File: config.mk
export PLATFORM = sky130hd
export DESIGN_NAME = ssf_sample_feeder
export DESIGN_NICKNAME = d
export VERILOG_FILES = /design/src/rtl/ssf_sample_feeder.sv
export SDC_FILE = /design/constraint.sdc
export NUM_CORES = 1
export LEC_CHECK = 0
export ABC_AREA = 1
export CAP_MARGIN = 15
export CORE_ASPECT_RATIO = 1.25
export CORE_UTILIZATION = 43
export DETAILED_ROUTE_END_ITERATION = 10
export PLACE_DENSITY = 0.67
export SLEW_MARGIN = 20
export SYNTH_ARGS = -nofsm -noshare
export SYNTH_HDL_FRONTEND = slang
export SYNTH_SLANG_ARGS = --single-unit
File: constraint.sdc
create_clock -name clk -period 3.45 [get_ports clk]
set_input_delay 0.69 -clock clk [delete_from_list [all_inputs] [get_ports clk]]
set_output_delay 0.69 -clock clk [all_outputs]
set_load 0.1 [all_outputs]
File: src/rtl/ssf_sample_feeder.sv
// ---------------------------------------------------------------------------
// ssf_sample_feeder
//   Upstream input stage for ssfblackbox. Signed samples from the acquisition
//   side are buffered in a DEPTH-entry FIFO. One sample is held in a head
//   register (out_data) and is replaced only when the consumer asks for the
//   next one with req == 2'd1. Overrun and underrun events are reported on
//   sticky flags.
//
//   Handshake: the producer's sample is accepted on a rising edge where
//   in_valid && in_ready. in_ready depends only on the registered level, so a
//   pop in the same cycle never makes room for the write. A write attempted
//   while in_ready == 0 is dropped and sets overrun.
//
// Ports
//   clk        single clock, all state on posedge
//   rst        asynchronous, active-high reset
//   in_valid   producer has a sample on in_data
//   in_data    signed sample from producer
//   in_ready   FIFO not full (from registered level)
//   req        consumer request, 2'd1 = advance, other codes ignored
//   out_data   registered head sample presented to the consumer
//   out_valid  out_data holds a sample not yet consumed by an underrun
//   level      FIFO occupancy 0..DEPTH, head register not included
//   overrun    sticky: write attempted while full
//   underrun   sticky: advance requested with nothing to pop
//   clr_flags  synchronous clear of both flags (a same-cycle event wins)
//
// Configuration macro
//   SSF_FEED_ZERO_FILL_EN  defined: out_data is zeroed on underrun;
//                          undefined: out_data keeps its last value.
// ---------------------------------------------------------------------------
module ssf_sample_feeder #(
  parameter int DW    = 32,
  parameter int DEPTH = 16,
  parameter int AW    = 4
) (
  input  logic          clk,
  input  logic          rst,
  input  logic          in_valid,
  input  logic [DW-1:0] in_data,
  output logic          in_ready,
  input  logic [1:0]    req,
  output logic [DW-1:0] out_data,
  output logic          out_valid,
  output logic [AW:0]   level,
  output logic          overrun,
  output logic          underrun,
  input  logic          clr_flags
);

  localparam logic [AW:0] FULL_LVL = (AW+1)'(DEPTH);
  localparam logic [AW:0] ZERO_LVL = '0;
  localparam logic [AW:0] ONE_LVL  = (AW+1)'(1);
  localparam logic [1:0]  REQ_ADV  = 2'd1;

  logic [DW-1:0] mem_q [DEPTH];
  logic [AW-1:0] wr_ptr_q, wr_ptr_d;
  logic [AW-1:0] rd_ptr_q, rd_ptr_d;
  logic [AW:0]   level_q, level_d;
  logic [DW-1:0] out_data_q, out_data_d;
  logic          out_valid_q, out_valid_d;
  logic          overrun_q, overrun_d;
  logic          underrun_q, underrun_d;

  logic full, empty, wr_en, pop, prime, advance, ovr_evt, und_evt;

  // All decisions below look only at pre-edge registered state; there is no
  // bypass from in_data to out_data.
  assign full    = (level_q == FULL_LVL);
  assign empty   = (level_q == ZERO_LVL);
  assign wr_en   = in_valid && !full;
  assign ovr_evt = in_valid && full;
  // Prime fills an empty head register without waiting for a request.
  assign prime   = !out_valid_q && !empty;
  assign advance = (req == REQ_ADV) && out_valid_q && !empty;
  assign pop     = prime || advance;
  assign und_evt = (req == REQ_ADV) && empty;

  always_comb begin
    wr_ptr_d    = wr_ptr_q;
    rd_ptr_d    = rd_ptr_q;
    level_d     = level_q;
    out_data_d  = out_data_q;
    out_valid_d = out_valid_q;

    if (wr_en) wr_ptr_d = wr_ptr_q + AW'(1);

    if (pop) begin
      rd_ptr_d    = rd_ptr_q + AW'(1);
      out_data_d  = mem_q[rd_ptr_q];
      out_valid_d = 1'b1;
    end else if (und_evt) begin
      out_valid_d = 1'b0;
`ifdef SSF_FEED_ZERO_FILL_EN
      out_data_d  = '0;
`else
      out_data_d  = out_data_q;
`endif
    end

    case ({wr_en, pop})
      2'b10:   level_d = level_q + ONE_LVL;
      2'b01:   level_d = level_q - ONE_LVL;
      default: level_d = level_q;
    endcase

    // Clear first, then OR in this cycle's event so a new event wins.
    overrun_d  = (overrun_q  && !clr_flags) || ovr_evt;
    underrun_d = (underrun_q && !clr_flags) || und_evt;
  end

  always_ff @(posedge clk or posedge rst) begin
    if (rst) begin
      wr_ptr_q    <= '0;
      rd_ptr_q    <= '0;
      level_q     <= '0;
      out_data_q  <= '0;
      out_valid_q <= 1'b0;
      overrun_q   <= 1'b0;
      underrun_q  <= 1'b0;
    end else begin
      wr_ptr_q    <= wr_ptr_d;
      rd_ptr_q    <= rd_ptr_d;
      level_q     <= level_d;
      out_data_q  <= out_data_d;
      out_valid_q <= out_valid_d;
      overrun_q   <= overrun_d;
      underrun_q  <= underrun_d;
    end
  end

  // Storage needs no reset: the pointers and level define which entries are live.
  always_ff @(posedge clk) begin
    if (wr_en) mem_q[wr_ptr_q] <= in_data;
  end

  assign in_ready  = !full;
  assign out_data  = out_data_q;
  assign out_valid = out_valid_q;
  assign level     = level_q;
  assign overrun   = overrun_q;
  assign underrun  = underrun_q;

endmodule
==> results by group, run 1 <==
Synth
  – Syn_nets: 1953
  – Synth Area in Compound Gates: 1.05%
  – Simple-gate share of the synthesized area: 21.1%
  – Mux cell area share after synthesis: 0%
  – Synthesized area per cell: 11.8 um2
  – Post-Syn Area: 0.0225 mm2
  – Count of state elements after synthesis: 560
  – Cells after Synth: 1905
  – XOR/XNOR Fraction of Synth Area: 0.350%
  – Synth cell types: 25
  – Synth Area in Adders: 0.589%
  – Main combinational cell family by area after synthesis: simple AND/OR/NAND/NOR gates
  – Yosys warning total: 0
  – Post-synthesis sequential area ratio: 73.7%

Placement
  – Placed inst area: 0.0241 mm2
  – Placed wire-length estimate: 26800 um
  – GPL Wtd Cong: 0.744
  – Placed cells: 2581
  – Port bufs: 78

Routing
  – Detailed Routing Iterations Pass 1: 8
  – Wire per inst: 20.2 um
  – Antenna Nets Post-Route: 0
  – Avg Vias per Cell: 5.33
  – Post-route DRC: 10
  – DR vias: 14275
  – Initial detailed-routing violation count: 1202
  – Final wirelength: 54000 um

Min path
  – Worst Hold Depth: 2
  – Worst Hold End: out_data[8]
  – Worst min path class: flop to flop
  – Min-delay src: out_data[8]

Timing
  – Max frequency: 364 MHz
  – Final Hold Viols: 0
  – Period utilization: 79.7%
  – Fin. max-slew vios: 0
  – Worst-Margin Slew: 1.16 ns
  – Final setup viols: 0
  – Slew HR: 22.6%
  – Setup_tns: 0 ns
  – Worst Hold Margin: 0.479 ns
  – RSZ-0062 raised after global routing: false
  – Fin crit period: 2.75 ns
  – Clk_skew: 0.0105 ns

Worst setup path
  – Crit. End Element: primary output
  – CP max FO: 2
  – CP top delay family: buffers and inverters
  – Worst R2R End: level[4]
  – Slowest Stage Delay on Critical Path: 1.14 ns
  – CP Class: flop to primary output
  – CP Cell Sequence: clkdlybuf4s50_1
  – Critical path required time: 2.76 ns
  – Worst EP arrival: 2.06 ns
  – CP bufs+invs: 1
  – R2r setup slk: 0.96 ns
  – Launching point of the worst reg2reg path: level[0]
  – Worst Reg2Reg Path Length in Cells: 12
  – Critical Path Source Type: flop
  – Critical-path top delay cell: clkdlybuf4s50_1

Power and ir drop
  – Total power: 23200 uW
  – Pleak: 0.00972 uW
  – PwrDens: 897 mW/mm2
  – Max IR drop VDD: 0.714 mV

Clock tree
  – Postcts setup bufs: 0
  – Inserted Clock Buffers: 52
  – TritonCTS sink count: 560
  – Clk_lat worst skew: 0.58 ns
  – Root Driver: clkbuf_16
  – Number of hold buffers added after CTS: 0
  – Clk pin slew, worst setup/hold paths: 0.06 ns
  – Bufs on Longest Clock Path: 3
  – H-tree lvl count: 2
  – CTS tree: built
  – Post-CTS sizing: 0

Global routing
  – GRT Util Overall: 20.7%
  – Largest net degree at the start of global routing: 225
  – Gr busiest metal: met2
  – First-pass GRT wire length: 83300 um
  – Number of antenna violations at the first check in global routing: 3
  – M3 GR Usage: 2.81%
  – Vias in the first global route: 14227
  – Met1 Track Usage GR: 25.6%
  – Congestion Overflow GR: 0
  – Met2 GRT Util: 36.3%

Floorplan
  – Die height: 258 um
  – Row Count: 93
  – Die area: 0.0533 mm2
  – I/O pins: 79
  – Initial core utilization: 43.6%
  – Placeable Area: 0.0515 mm2
  – Die span in x: 207 um

Final layout
  – Final Cell Area: 0.0258 mm2
  – Post-route insts no fill: 2677
  – Area Overhead vs Synth: 14.8%
  – Layout cell share with drive strength beyond 1: 8.96%
  – Count of nets after finishing: 2018

Run status
  – Status: finished with violations
  – Failing checks: design-rule violations

Job
  – Max_cap viols: 0
==> metrics by stage <==
stage	setup slack (ns)	util, %
4_1_cts	0.671	50.1
6_report	0.699	50.1
3_5_place_dp	0.560	46.7
5_1_grt	0.642	50.1
3_3_place_gp	0.633	46.7
2_1_floorplan	-0.0495	-
==> area by class of cell <==
class                   instances  area (um2)
well taps                     665         832
flip-flops and latches        560       16600
fillers                      4386       25700
clock buffers                  65        1400
multi-input cells            1215        5380
clock inverters                29         347
diodes                          2        5.00
inverters                      23        91.3
repair buffers                118        1190
==> worst min-delay path, cell delays in order (launching register included) <==
cell	delay (ns)
dfrtp_1	0.34
nand2_1	0.05
nand2_1	0.05
==> report_power, final <==
part           internal, uW  switching, uW  leakage, uW
Clock                  3470           2430     0.000861
Sequential             8270            507      0.00521
Combinational          2180           6320      0.00365
==> registers in the layout, summed over array words and instances (netlist names) <==
name	cells
mem_q	512
out_data	32
level	5
rd_ptr_q	4
wr_ptr_q	4
out_valid	1
overrun	1
underrun	1
==> per-layer routing <==
metal | wire length (um) | share of wire, %
met4 | 1890 | 3.5
met2 | 27900 | 52
met3 | 2740 | 5.1
met5 | 34 | 0.063
met1 | 21500 | 40
==> cell families (layout without fill, tap and decap cells) <==
kind of cell	count (synthesis)	in the layout
and+or+nand+nor	1150	1150
DFF	560	560
buffers and inverters	130	235
AOI/OAI and AO/OA	46	46
adders and majority gates	10	10
xor gates and xnor gates	9	9
other	0	2
==> Yosys cell counts <==
cell type    n  area, um2
nor3_1      12       60.1
nand3_1    335       1680
xnor2_1      2       17.5
ha_1         9        113
edfxtp_1   512      15400
xor2_1       7       61.3
a21oi_1     38        190
buf_4        6       45.0
buf_12       1       20.0
inv_4        1       6.26
buf_6       14        158
nor2_2       1       6.26
dfrtp_1     48       1200
buf_1       10       37.5
nor2_1       7       26.3
clkbuf_1     9       33.8
o21ai_0      5       25.0
inv_1       19       71.3
inv_2        3       11.3
nand2_1    793       2980
o22ai_1      2       12.5
fa_1         1       20.0
buf_2       67        335
nand2_2      2       12.5
o22a_1       1       8.76
==> worst max path at each step <==
| stage | start | end | slack, ns | cells after the start |
|---|---|---|---|---|
| 2_1_floorplan | level[0] | mem_q[0][0] | -0.05 | 4 |
| 6_report | overrun | overrun | 0.70 | 1 |
| 5_1_grt | out_data[14] | out_data[14] | 0.64 | 1 |
| 3_5_place_dp | req[1] | level[4] | 0.56 | 14 |
| 3_3_place_gp | req[1] | level[4] | 0.63 | 14 |
| 4_1_cts | underrun | underrun | 0.67 | 1 |
==> cell usage in the layout, fill, tap and decap left out, types with 2 or more instances in the layout <==
| cell type | count |
|---|---|
| nand2_1 | 793 |
| edfxtp_1 | 512 |
| nand3_1 | 334 |
| buf_4 | 58 |
| clkbuf_16 | 53 |
| clkdlybuf4s50_1 | 45 |
| dfrtp_1 | 45 |
| a21oi_1 | 38 |
| inv_1 | 17 |
| buf_12 | 15 |
| nor3_4 | 12 |
| clkinv_2 | 11 |
| ha_1 | 9 |
| clkbuf_1 | 9 |
| bufinv_16 | 8 |
| xor2_1 | 7 |
| clkinv_1 | 7 |
| inv_2 | 5 |
| o21ai_0 | 5 |
| nor2_4 | 4 |
| nor2_1 | 3 |
| clkbuf_8 | 3 |
| diode_2 | 2 |
| nand2_2 | 2 |
| inv_6 | 2 |
| xnor2_1 | 2 |
| o22ai_1 | 2 |
| dfrtp_4 | 2 |
No activity file was read; power rests on OpenSTA's default activity.
==> run 2, diff against run 1 <==
PLACE_DENSITY = 0.64   (was 0.67)
clock period = 2.6 ns   (was 3.45 ns; I/O delays follow)
==> run 2 against run 1 <==
  * The run still ends with design-rule violations left
  * Clock skew increased by 0.014 ns
  * Sequential share of layout area decreased by 0.70 points
  * Largest cell class unchanged
  * Design area increased by 1.2%
  * Total power increased by 33%
  * Non-clock buffer count increased by 15
  * Worst hold slack got worse by 0.18 ns
  * First-iteration DRC count decreased by 3.5%
  * Count of clock-buffer cells in the layout increased by 2
  * Via count decreased by 0.50%
==> results by group, run 2 (synthesis gave the netlist of run 1 again) <==
Run status
  – Status: finished with violations (unchanged)
  – Failing checks: design-rule violations (unchanged)

Global routing
  – GRT Util Overall: 20.7% (about the same)
  – Largest net degree at the start of global routing: 110 (was 225)
  – Congestion Overflow GR: 0 (unchanged)
  – Number of antenna violations at the first check in global routing: 2 (was 3)
  – First-pass GRT wire length: 82900 um (was 83300 um)
  – Vias in the first global route: 14123 (was 14227)

Routing
  – Detailed Routing Iterations Pass 1: 8 (unchanged)
  – Wire per inst: 20.0 um (was 20.2 um)
  – Antenna Nets Post-Route: 0 (unchanged)
  – Initial detailed-routing violation count: 1160 (was 1202)
  – Post-route DRC: 6 (was 10)
  – DR vias: 14203 (was 14275)
  – Final wirelength: 53900 um (was 54000 um)
  – Avg Vias per Cell: 5.26 (was 5.33)

Final layout
  – Area Overhead vs Synth: 16.2% (was 14.8%)
  – Fill cell count: 4378 (was 4386)
  – Commonest cells after routing, fill and taps aside: nand2_1, edfxtp_1, nand3_1, buf_4, clkbuf_16 (unchanged)
  – Count of nets after finishing: 2034 (was 2018)
  – Layout cell share with drive strength beyond 1: 10.7% (was 8.96%)
  – Commonest non-fill, non-tap cell in the layout: nand2_1 (unchanged)
  – Register name with the most flops: mem_q (unchanged)
  – Final Util: 50.7% (was 50.1%)
  – Max reg flops: 512 (unchanged)

Power and ir drop
  – Switch share: 40.6% (was 39.9%)
  – Psw: 12500 uW (was 9250 uW)
  – Max IR drop VDD: 0.688 mV (was 0.714 mV)
  – Seq pwr share: 37.5% (was 37.9%)
  – Pleak: 0.00984 uW (was 0.00972 uW)
  – Power share of the clock group: 24.4% (was 25.4%)
  – Total power: 30800 uW (was 23200 uW)
  – PwrDens: 1180 mW/mm2 (was 897 mW/mm2)
  – Gate power share: 38.1% (was 36.7%)
  – Pint: 18300 uW (was 13900 uW)

Clock tree
  – Clk_lat worst skew: 0.60 ns (was 0.58 ns)
  – H-tree lvl count: 2 (unchanged)
  – Inserted Clock Buffers: 53 (was 52)
  – Bufs on Longest Clock Path: 3 (unchanged)
  – Root Driver: clkbuf_16 (unchanged)
  – CTS tree: built (unchanged)
  – Post-CTS sizing: 0 (unchanged)
  – Number of hold buffers added after CTS: 0 (unchanged)
  – Postcts setup bufs: 0 (unchanged)
  – TritonCTS sink count: 560 (unchanged)
  – Clk pin slew, worst setup/hold paths: 0.07 ns (was 0.06 ns)

Worst setup path
  – Crit. End Element: flop (was primary output)
  – Critical Path Source Type: flop (unchanged)
  – Critical path required time: 3.10 ns (was 2.76 ns)
  – CP max FO: 5 (was 2)
  – CP Class: flop to flop (was flop to primary output)
  – Worst EP arrival: 2.69 ns (was 2.06 ns)

Floorplan
  – Die height: 258 um (unchanged)
  – Placeable Area: 0.0515 mm2 (unchanged)
  – Die area: 0.0533 mm2 (unchanged)
  – I/O pins: 79 (unchanged)
  – Initial core utilization: 43.6% (unchanged)
  – Row Count: 93 (unchanged)
  – Die span in x: 207 um (unchanged)

Timing
  – Period utilization: 84.2%
  – Max frequency: 457 MHz
  – Final setup viols: 0 (unchanged)
  – Worst-Margin Slew: 0.608 ns (was 1.16 ns)
  – RSZ-0062 raised after global routing: false (unchanged)
  – Clk_skew: 0.0249 ns (was 0.0105 ns)
  – Fin crit period: 2.19 ns
  – Fin. max-slew vios: 0 (unchanged)
  – Slew HR: 59.4% (was 22.6%)
  – Final Hold Viols: 0 (unchanged)

Placement
  – Port bufs: 78 (unchanged)
  – GPL Wtd Cong: 0.768 (was 0.744)
  – Placed wire-length estimate: 29200 um (was 26800 um)

Min path
  – Worst min path class: input port to asynchronous set/reset pin (was flop to flop)

Job
  – Max_cap viols: 0 (unchanged)
==> run 2: cell types whose count changed in the layout (fill, tap and decap cells not counted), sizes merged, moves of 2 or more <==
cell	before	now
buf	73	96
bufinv	8	3
clkdlybuf4s50	45	37
clkinv	19	25
clkbuf	65	67
clkinvlp	1	3
==> run 2: through the flow <==
step | setup TNS, ns | hold slack [ns] | cells | cell area [um2] | worst slack [ns]
global placement | 0 | 0.469 | 2596 | 24400 | 0.0467
finish | 0 | 0.301 | 2698 | 26100 | 0.411
CTS | 0 | 0.301 | 2696 | 26100 | 0.387
detailed placement | 0 | 0.467 | 2596 | 24400 | 0.0426
floorplan | -5.28 | 0.583 | 1905 | 22700 | -0.0824
global route | 0 | 0.308 | 2697 | 26100 | 0.226
==> run 2: area by class of cell <==
type | instances | area [um2] | share of cell area, %
Tap cell | 665 | 832 | 3.18
Sequential cell | 560 | 16600 | 63.5
Clock buffer | 67 | 1410 | 5.39
Timing Repair Buffer | 133 | 1490 | 5.71
Inverter | 23 | 92.6 | 0.354
Multi-Input combinational cell | 1215 | 5430 | 20.8
Antenna cell | 2 | 5.00 | 0.0191
Clock inverter | 33 | 282 | 1.08
==> run 2: worst paths after layout <==
kind,from,endpoint,slack [ns],cells past startpoint
max reg2reg,level[0],level[4],0.41,12
max in group asynchronous,rst,level[0],1.95,3
min in group clk,out_data[21],out_data[21],0.48,2
min,rst,level[3],0.30,3
max,level[0],level[4],0.41,12
min reg2reg,out_data[21],out_data[21],0.48,2
==> run 2: metal layers <==
layer	GRT usage (%)	vias to the layer above	wire, um	part of all wire (%)
met1	26.5	6951	22100	41
li1	-	6751	-	-
met4	6.45	0	1450	2.7
met3	2.47	92	2660	4.9
met5	0	-	0	0
met2	36.3	409	27700	51
==> run 2: power by group through the flow <==
| stage | registers, uW | logic (uW) | clock network, uW |
|---|---|---|---|
| after floorplan | 13600 | 6490 | 0 |
| after global placement | 11700 | 11600 | 0 |
| after detailed placement | 11700 | 11800 | 0 |
| after CTS | 11600 | 11800 | 7640 |
| after global routing | 11600 | 12800 | 7950 |
| final | 11500 | 11700 | 7520 |
==> run 2: worst max-delay path, cell delays in order, from the launching register on <==
cell,delay (ns)
dfrtp_4,0.53
nor2_4,0.13
nand3_1,0.13
nand2_2,0.10
inv_2,0.05
ha_4,0.17
fa_1,0.38
nand2_1,0.10
nand2_1,0.07
a21oi_1,0.15
xor2_1,0.16
nand2_1,0.06
o21ai_0,0.07
==> variant 1 (config.mk and constraints of run 1) <==
`DEPTH`: 16 -> 32.
--- a/src/rtl/ssf_sample_feeder.sv
+++ b/src/rtl/ssf_sample_feeder.sv
@@ -31,7 +31,7 @@
 // ---------------------------------------------------------------------------
 module ssf_sample_feeder #(
   parameter int DW    = 32,
-  parameter int DEPTH = 16,
+  parameter int DEPTH = 32,
   parameter int AW    = 4
 ) (
   input  logic          clk,
Function: changed (a bounded check fails within 4 cycles, from zero or initial values and one cycle with rst high).
==> variant 1 against run 1 <==
Area after synthesis about the same; design area up 0.21%; sequential cell count unchanged; the run still ends with design-rule violations left; critical endpoint is now out_valid; setup slack worse by 21 ps; worst hold slack worse by 150 ps; critical path type unchanged; fmax down 0.76%; routed wire length down 1.1%.
Power is not compared: it rests on default switching activity, and its combinational part moved more than twofold at a synthesized area within 25%.
==> variant 1: results <==
status:
  outcome: "complete, but fails checks"
  violations: "design-rule violations"
sta:
  relSlewSlack: 0.1782
  final.period_utilization: 0.8034
  hold_ws_ps: 329.1
  skew_ps: 20.31
global_routing:
  grt_max_degree: 213
  grt.met1_usage: 0.2643
  grt_pass1_vias: 14410
  grt_pass1_wl_um: 83260
  met2_usage: 0.3578
  antenna_found_initial: 1
worst_setup_path:
  endpoint: "out_valid"
  ff2ff_path_depth: 13
  critPathLaunch: "out_valid"
finish:
  num-nonclk-buffers: 129
  clock_buffers: 73
  final-nonclk-buf-share: 0.04853
  layout-drive-gt1-share: 0.09655
  clock_area_frac: 0.06854
  sh_seq_area: 0.6407
  nMultiInputCombCells: 1216
  fillers: 4453
  multi_input_area_um2: 5329
detailed_routing:
  route.met2.wl_um: 27550
  drtIter0Drc: 1367
  drt-met1-wl_um: 21540
  via_per_inst: 5.312
  top_layer_used: "met4"
  drc: 1
  wirelength_um: 53440
placement:
  routabilityCongestion: 0.7975
  dp_hpwl_um: 30420
  pre_cts_ws_ps: 414.5
min_path:
  hold_class: "primary input to asynchronous set/reset pin"
logic_synthesis:
  synth_top_cells_by_area: "edfxtp_1, nand2_1, nand3_1"
  synthTopCellsByCount: "nand2_1, edfxtp_1, nand3_1, buf_2, dfrtp_1"
-- variant 1: cell types whose count changed in the layout (fill, tap and decap cells not counted), sizes merged, moves of 2 or more --
cell    change
buf        +11
nor3       -10
nor2       +11
nand3       -2
clkinv      -2
clkbuf      +8
inv         +7
bufinv      -4
-- variant 1: kinds of logic (layout without fill, tap and decap cells) --
| family | after synthesis | count (layout) | synth area share |
|---|---|---|---|
| AOI/OAI and AO/OA | 46 | 46 | 0.01050 |
| xor gates and xnor gates | 9 | 9 | 0.003502 |
| adders and majority gates | 10 | 10 | 0.005892 |
| buffers and inverters | 133 | 254 | 0.03263 |
| DFF | 560 | 560 | 0.7363 |
| other | 0 | 1 | 0 |
| and+or+nand+nor | 1151 | 1151 | 0.2111 |
-- variant 1: per-stage QoR --
| stage | cells | instance area (um^2) |
|---|---|---|
| floorplan | 1909 | 22630 |
| CTS | 2695 | 25880 |
| global route | 2696 | 25890 |
| detailed placement | 2597 | 24110 |
| global placement | 2597 | 24110 |
| finish | 2696 | 25890 |
==> variant 2 (config.mk and constraints of run 1) <==
Without the edit above. Reset style: synchronous (`rst`), changed in one clocked block. Comments in the files are not updated.
--- a/src/rtl/ssf_sample_feeder.sv
+++ b/src/rtl/ssf_sample_feeder.sv
@@ -109,7 +109,7 @@
     underrun_d = (underrun_q && !clr_flags) || und_evt;
   end
 
-  always_ff @(posedge clk or posedge rst) begin
+  always_ff @(posedge clk) begin
     if (rst) begin
       wr_ptr_q    <= '0;
       rd_ptr_q    <= '0;
Check against the original RTL: differs if rst is asserted again (counterexample within 4 cycles, from zero or initial values and one cycle with rst high); with rst held inactive, the same outputs for 4 cycles.
==> variant 2 against run 1 <==
Combinational power fell by 15%; core utilization down 0.62 points; critical path depth stayed put; area after synthesis is 5.9% higher; clock power grew 2%; sequential cell count stayed put; power down 8.2%; routed wire length up 2.5%; design area up 4.9%; setup slack worse by 74 ps; critical endpoint is now level[1].
==> variant 2: results <==
status:
  outcome: "finished, final reports clean"
global_routing:
  grt_pass1_vias: 15080
  grt_max_degree: 131
  grt_pass1_wl_um: 85600
  track_usage: 0.1988
  antenna_found_initial: 1
sta:
  setup_ws_ps: 625.0
  relSlewSlack: 0.2755
min_path:
  hold_start: "underrun"
  min_to: "underrun"
pwr:
  p_sw_frac: 0.3820
  clkPwrFrac: 0.282
  fin_total_pwr_mw: 21.28
  seqPwrFrac: 0.380
worst_setup_path:
  critPathMaxFanout: 4
  regToRegSetupSlack_ps: 1090
  reg2reg_to: "out_data[11]"
  ff2ff_path_depth: 8
  endpoint: "level[1]"
  critPathMaxStageDelay_ps: 1160
finish:
  sh_seq_area: 0.6033
  nets: 2403
  multi_input_area_share: 0.2096
  layout-drive-gt1-share: 0.07458
  nMultiInputCombCells: 1314
  insertedDiodeCount: 0
  final-nonclk-buf-share: 0.04367
  utilization: 0.4949
detailed_routing:
  wirelength_um: 55420
  route.met2.wl_um: 28430
  met3WireLength_um: 2934
placement:
  routabilityCongestion: 0.7723
  dp_hpwl_um: 28670
logic_synthesis:
  seq_area_frac_synth: 0.6853
  synthTopCellsByCount: "nand2_1, edfxtp_1, nand3_1, inv_1, nor2_1"
floorplanning:
  dieArea_um2: 56390
==> variant 2: cell count changes in the layout (fill, tap and decap cells not counted), sizes merged, moves of 8 or more <==
cell / delta
nor2: +82
nand2: +34
a21oi: -27
dfrtp: -48
buf: -8
dfxtp: +48
nand3: +21
nor3: -11
inv: +289
==> variant 2: kinds of logic (layout without fill, tap and decap cells) <==
kind of cell,Yosys count,count (layout),share of synthesized area
AND/OR/NAND/NOR,1280,1280,0.2213
buffers and inverters,429,526,0.08141
adder cells (fa/ha/maj),10,10,0.005564
AO/OA/AOI/OAI,18,18,0.004199
XOR/XNOR,6,6,0.002204
flip-flops,560,560,0.6853
==> variant 2: metal layers <==
layer	up-vias	GRT usage
li1	7574	-
met1	7624	0.2467
met2	474	0.3552
met3	91	0.02527
met4	2	0.06630
met5	-	0
==> variant 2: worst min-delay path, stage by stage, from the launching register on <==
cell and delay [ps]:
dfxtp_1 310, nand2_1 70, a21oi_1 60
